### src/rtl/block_data_memory.sv
// Block-addressed data memory (64 x 32-bit blocks, byte storage) with a fixed,
// parameterised access latency and a busy/wait handshake toward the cache miss controller.
module block_data_memory #(
    parameter int unsigned LATENCY = 5
) (
    input  logic        CLOCK,
    input  logic        RESET,
    input  logic        READ,
    input  logic        WRITE,
    input  logic [5:0]  ADDRESS,
    input  logic [31:0] WRITEDATA,
    output logic [31:0] READDATA,
    output logic        BUSYWAIT
);

    localparam logic [3:0] CntInit = 4'(LATENCY - 1);

    typedef enum logic [1:0] {StIdle, StAccess, StDone} state_t;

    state_t      state_q, state_d;
    logic [3:0]  cnt_q, cnt_d;
    logic        op_write_q;
    logic [5:0]  addr_q;
    logic [31:0] wdata_q;
    logic        capture;
    logic        complete;

    logic [7:0]  mem [256];
    logic [7:0]  base;

    assign base = {addr_q, 2'b00};

    always_comb begin
        state_d  = state_q;
        cnt_d    = cnt_q;
        capture  = 1'b0;
        complete = 1'b0;
        BUSYWAIT = 1'b0;
        unique case (state_q)
            StIdle: begin
                // Busy is combinational here so the requester sees it in the same timestep.
                BUSYWAIT = (READ ^ WRITE) & ~RESET;
                if (READ ^ WRITE) begin
                    capture = 1'b1;
                    cnt_d   = CntInit;
                    state_d = StAccess;
                end
            end
            StAccess: begin
                BUSYWAIT = 1'b1;
                if (cnt_q == 4'd0) begin
                    complete = 1'b1;
                    state_d  = StDone;
                end else begin
                    cnt_d = cnt_q - 4'd1;
                end
            end
            StDone: begin
                state_d = StIdle;
            end
            default: begin
                state_d = StIdle;
            end
        endcase
    end

    always_ff @(posedge CLOCK or posedge RESET) begin
        if (RESET) begin
            state_q    <= StIdle;
            cnt_q      <= 4'd0;
            op_write_q <= 1'b0;
            addr_q     <= 6'd0;
            wdata_q    <= 32'd0;
            READDATA   <= 32'd0;
        end else begin
            state_q <= state_d;
            cnt_q   <= cnt_d;
            if (capture) begin
                op_write_q <= WRITE;
                addr_q     <= ADDRESS;
                wdata_q    <= WRITEDATA;
            end
            if (complete && !op_write_q) begin
                READDATA <= {mem[base + 8'd3], mem[base + 8'd2], mem[base + 8'd1], mem[base]};
            end
        end
    end

    // Storage is deliberately outside the reset domain: reset never clears contents.
    always_ff @(posedge CLOCK) begin
        if (complete && op_write_q && !RESET) begin
            mem[base]        <= wdata_q[7:0];
            mem[base + 8'd1] <= wdata_q[15:8];
            mem[base + 8'd2] <= wdata_q[23:16];
            mem[base + 8'd3] <= wdata_q[31:24];
        end
    end

endmodule

### config.mk
export PLATFORM = sky130hd
export DESIGN_NAME = block_data_memory
export DESIGN_NICKNAME = d
export VERILOG_FILES = /design/src/rtl/block_data_memory.sv
export SDC_FILE = /design/constraint.sdc
export NUM_CORES = 2
export LEC_CHECK = 0
export CORE_MARGIN = 3
export CORE_UTILIZATION = 60
export DETAILED_ROUTE_END_ITERATION = 8
export PLACE_DENSITY = 0.72
export SKIP_CTS_REPAIR_TIMING = 1
export SKIP_LAST_GASP = 1
export SLEW_MARGIN = 20
export SYNTH_ARGS = -nofsm -noshare
export SYNTH_HDL_FRONTEND = slang
export SYNTH_SLANG_ARGS = --single-unit
### constraint.sdc
create_clock -name CLOCK -period 12.4 [get_ports CLOCK]
set_clock_uncertainty 0.05 [all_clocks]
set_input_delay 1.24 -clock CLOCK [delete_from_list [all_inputs] [get_ports CLOCK]]
set_output_delay 1.24 -clock CLOCK [all_outputs]
set_load 0.01 [all_outputs]
==> tab_implementation.tex <==
\begin{tabular}{lr}
\hline
Metric & Value \\
\hline
\multicolumn{2}{l}{\textbf{Power and ir drop}} \\
Switching part of the total power & just over 30\% \\
Proportion of power drawn by flip-flops and latches & approximately 44\% \\
LEAKAGE & 28.58 nW \\
Design Power & approximately 21 mW \\
Worst ir drop on vdd & 0.0003124 V \\
Internal power & 14.63 mW \\
Combinational power share & approximately a quarter \\
Pwr/cell area & between 200 and 250 nW/um\^{}2 \\
Net switching component of the power & 6.623 mW \\
Proportion of power drawn by the clock network & 29.4\% \\
\multicolumn{2}{l}{\textbf{Floorplan}} \\
FP Rows & between 100 and 150 \\
Chip width & 373.7 um \\
Die Footprint & 139700 sq um \\
Area of the core & roughly 130000 sq um \\
Height of the die & 373.7 um \\
Initial cell density of the core & 60.64\% \\
Top-Level Pins & 75 \\
\multicolumn{2}{l}{\textbf{Global routing}} \\
Maximum number of pins on one net before global-route repair & 121 \\
Number of global-route vias before repair & around 40000 \\
Total overflow reported by the global router & 0 \\
Initial antenna violation count & 7 \\
First-pass GRT wire length & 299500 um \\
GRT Total Usage & 30.56\% \\
\multicolumn{2}{l}{\textbf{Layout}} \\
Multi-input combinational cell area & 17070 sq um \\
Commonest non-fill, non-tap cell in the layout & edfxtp\_1 \\
FF/Latch Area & 63500 sq um \\
Commonest non-fill, non-tap cells in the layout & edfxtp\_1, mux4\_2, clkbuf\_16, nand2\_1, buf\_4 \\
Fill count & approximately 8100 \\
Number of nets at the end of the flow & a little under 4000 \\
Final std cells w/o fill & 5861 \\
Fin area & 91540 sq um \\
Layout cell share with drive strength beyond 1 & 26.94\% \\
Relative area change from synthesis to final layout & 12.83\% \\
\multicolumn{2}{l}{\textbf{Clock network}} \\
Worst-Skew Late Latency & between 0.8 and 0.9 ns \\
CTS tree & built \\
Maximum level of the CTS H-tree & 4 \\
Clock tree buffer depth & 3 \\
Number of buffers created by CTS & 202 \\
Clock sink total & 2125 \\
Cell at the root of the clock tree & clkbuf\_16 \\
Clock input transition at the sequential cells of the worst setup and hold paths & 0.06 ns \\
\multicolumn{2}{l}{\textbf{STA}} \\
Total Neg Setup Slack & 0 ns \\
Setup violations, final & 0 \\
RSZ-0062 raised after global routing & false \\
Worst slew pin tran & 1.121 ns \\
Slew HR & 25.20\% \\
Highest achievable clock rate & 0.2036 GHz \\
Final Cycle Share & approximately 40\% \\
Final Slew Violations & 0 \\
Clock period minus worst slack & 4.912 ns \\
Hold\_ws & 0.4315 ns \\
Final hold violation count & 0 \\
\multicolumn{2}{l}{\textbf{Placed design}} \\
Number of instances in the placed design & 5478 \\
Standard cell area after detailed placement & 84720 sq um \\
Final RePlAce weighted congestion & approximately 0.86 \\
Quantity of I/O buffers inserted on ports & 74 \\
DP HPWL & 120400 um \\
\multicolumn{2}{l}{\textbf{Logic synthesis}} \\
Fraction of registers with async set or reset after synthesis & 3.624\% \\
Count of flip-flops with a built-in enable after synthesis & a little over 2000 \\
Number of register bits inferred by synthesis & approximately 2100 \\
Area of the mapped netlist & 81140 sq um \\
Top area cells in the synthesized netlist & edfxtp\_1, mux4\_2, dfrtp\_1, mux2i\_1, nand2\_1 \\
Sequential-to-total area share from yosys stat & 78.17\% \\
Dominant register cell in the synthesized netlist & edfxtp\_1 \\
Netlist cell types & 54 \\
Area fraction of the dominant cell type after synthesis & 75.80\% \\
Per-instance average area after synthesis & 21.89 sq um \\
Number of warning messages in the yosys log & 0 \\
Synthesized Nets & approximately 3700 \\
Number of cells produced by synthesis & about 3700 \\
Post-synthesis cell type with the largest combined area & edfxtp\_1 \\
\multicolumn{2}{l}{\textbf{Detailed routing}} \\
Vias & approximately 40000 \\
Ratio of routed vias to standard cells & 6.900 \\
Number of optimization iterations in the first detailed-route pass & 6 \\
Number of design rule violations left after detail routing & 0 \\
Final ANT Viol Nets & 0 \\
Total detailed-routing wirelength & 209800 um \\
Detailed-route wire length per cell & approximately 36 um \\
Detailed Route Iter0 Violations & 6487 \\
\multicolumn{2}{l}{\textbf{Flow run}} \\
Number of maximum-capacitance violations & 0 \\
\multicolumn{2}{l}{\textbf{Min path}} \\
Worst hold start & wdata\_q[8] \\
Class of the tightest hold or removal check & flip-flop to flip-flop \\
\multicolumn{2}{l}{\textbf{Setup path}} \\
Cell at the slowest stage of the critical path & or3\_2 \\
Sequence of cells on the critical path & clkdlybuf4s50\_1 -> xnor2\_1 -> or3\_2 -> o21ai\_0 -> clkdlybuf4s50\_1 \\
CP Launch Point & WRITE \\
Crit path required time & 11.11 ns \\
CP Max Fanout & 39 \\
Source of the worst register-to-register timing path & addr\_q[2] \\
Arrival time at the worst endpoint & between 3 and 4 ns \\
Most common cell on crit path & clkdlybuf4s50\_1 \\
Type of the worst setup path & input pin to output pin \\
Crit end category & output pin \\
Kind of start point of the critical path & input pin \\
Worst path max stage delay & roughly 0.88 ns \\
\multicolumn{2}{l}{\textbf{Outcome}} \\
Run status & complete, no violations \\
\hline
\end{tabular}
worst max-delay path, delay by kind of cell:
| family | cells | cell delay (ns) |
|---|---|---|
| AO/OA/AOI/OAI | 1 | 0.34 |
| XOR/XNOR | 1 | 0.16 |
| buffers and inverters | 2 | 1.00 |
| AND/OR/NAND/NOR | 1 | 0.88 |
stage by stage:
stage / util (%) / worst slack [ns]
detailed placement: 63.32 / 7.320
global route: 68.42 / 7.431
global placement: 63.26 / 7.246
CTS: 68.38 / 7.471
finish: 68.42 / 7.488
floorplan: - / 5.865
kinds of logic after synthesis:
kind of cell	after synthesis	synth area share, %
buffers and inverters	217	1.434
xor gates and xnor gates	1	0.01080
DFF	2125	78.17
and+or+nand+nor	458	2.532
adders and majority gates	1	0.01542
AOI/OAI and AO/OA	295	2.501
muxes	609	15.33
power groups by stage:
stage	combinational, mW	sequential, mW	clock (mW)
after floorplan	3.23	9.65	0
after global placement	5.46	9.56	0
after detailed placement	5.52	9.57	0
after CTS	5.55	9.42	6.29
after global routing	5.84	9.45	6.58
final	5.58	9.43	6.25
synthesized netlist by cell type, types with 6 or more instances:
cell type and count:
nand3_1 23, a2111oi_0 6, o2111ai_1 10, o32a_1 8, nor2_1 136, edfxtp_1 2048, nor4_1 10, mux2i_1 74
buf_1 11, buf_4 38, nand2_1 188, mux4_2 504, mux2_2 31, nand2b_1 14, a22oi_1 64, o211ai_1 26
dfrtp_1 77, clkbuf_1 68, buf_2 81, o21ai_0 25, a31oi_1 16, buf_6 14, a21oi_1 42, nor2b_1 26
or3_1 8, o221ai_1 8, nor3_1 19, a211oi_1 23, o22ai_1 54
final cells by class:
class                      instances  area share, %
timing repair buffer             217          2.142
clock buffer                     282          6.160
multi-input combinational       1364          18.65
antenna                            2       0.005467
tap                             1768          2.417
sequential                      2125          69.36
inverter                           5        0.02324
clock inverter                    98          1.240
layer usage:
layer	vias to the layer above	global-route usage [%]	part of all wire [%]
met3	445	6.776	12
met5	-	0	0.0062
met1	21170	43.99	36
met4	2	13.17	4.9
met2	2873	46.17	47
li1	15950	-	-
sequential cells by signal, indices dropped and copies added (netlist names):
| name | count |
|---|---|
| cnt_q | 4 |
| wdata_q | 32 |
| addr_q | 6 |
| state_q | 2 |
| mem | 2048 |
| READDATA | 32 |
| op_write_q | 1 |
worst paths after layout:
check,endpoint,slack (ns),cells past startpoint
worst min-delay path,wdata_q[8],0.43,2
worst max-delay path,BUSYWAIT,7.49,5
worst max register to register,mem[250][4],7.76,6
worst min register to register,wdata_q[8],0.43,2
min in group asynchronous,cnt_q[0],0.81,2
max in group asynchronous,wdata_q[2],10.19,3
Power figures use the tool's default switching activity.
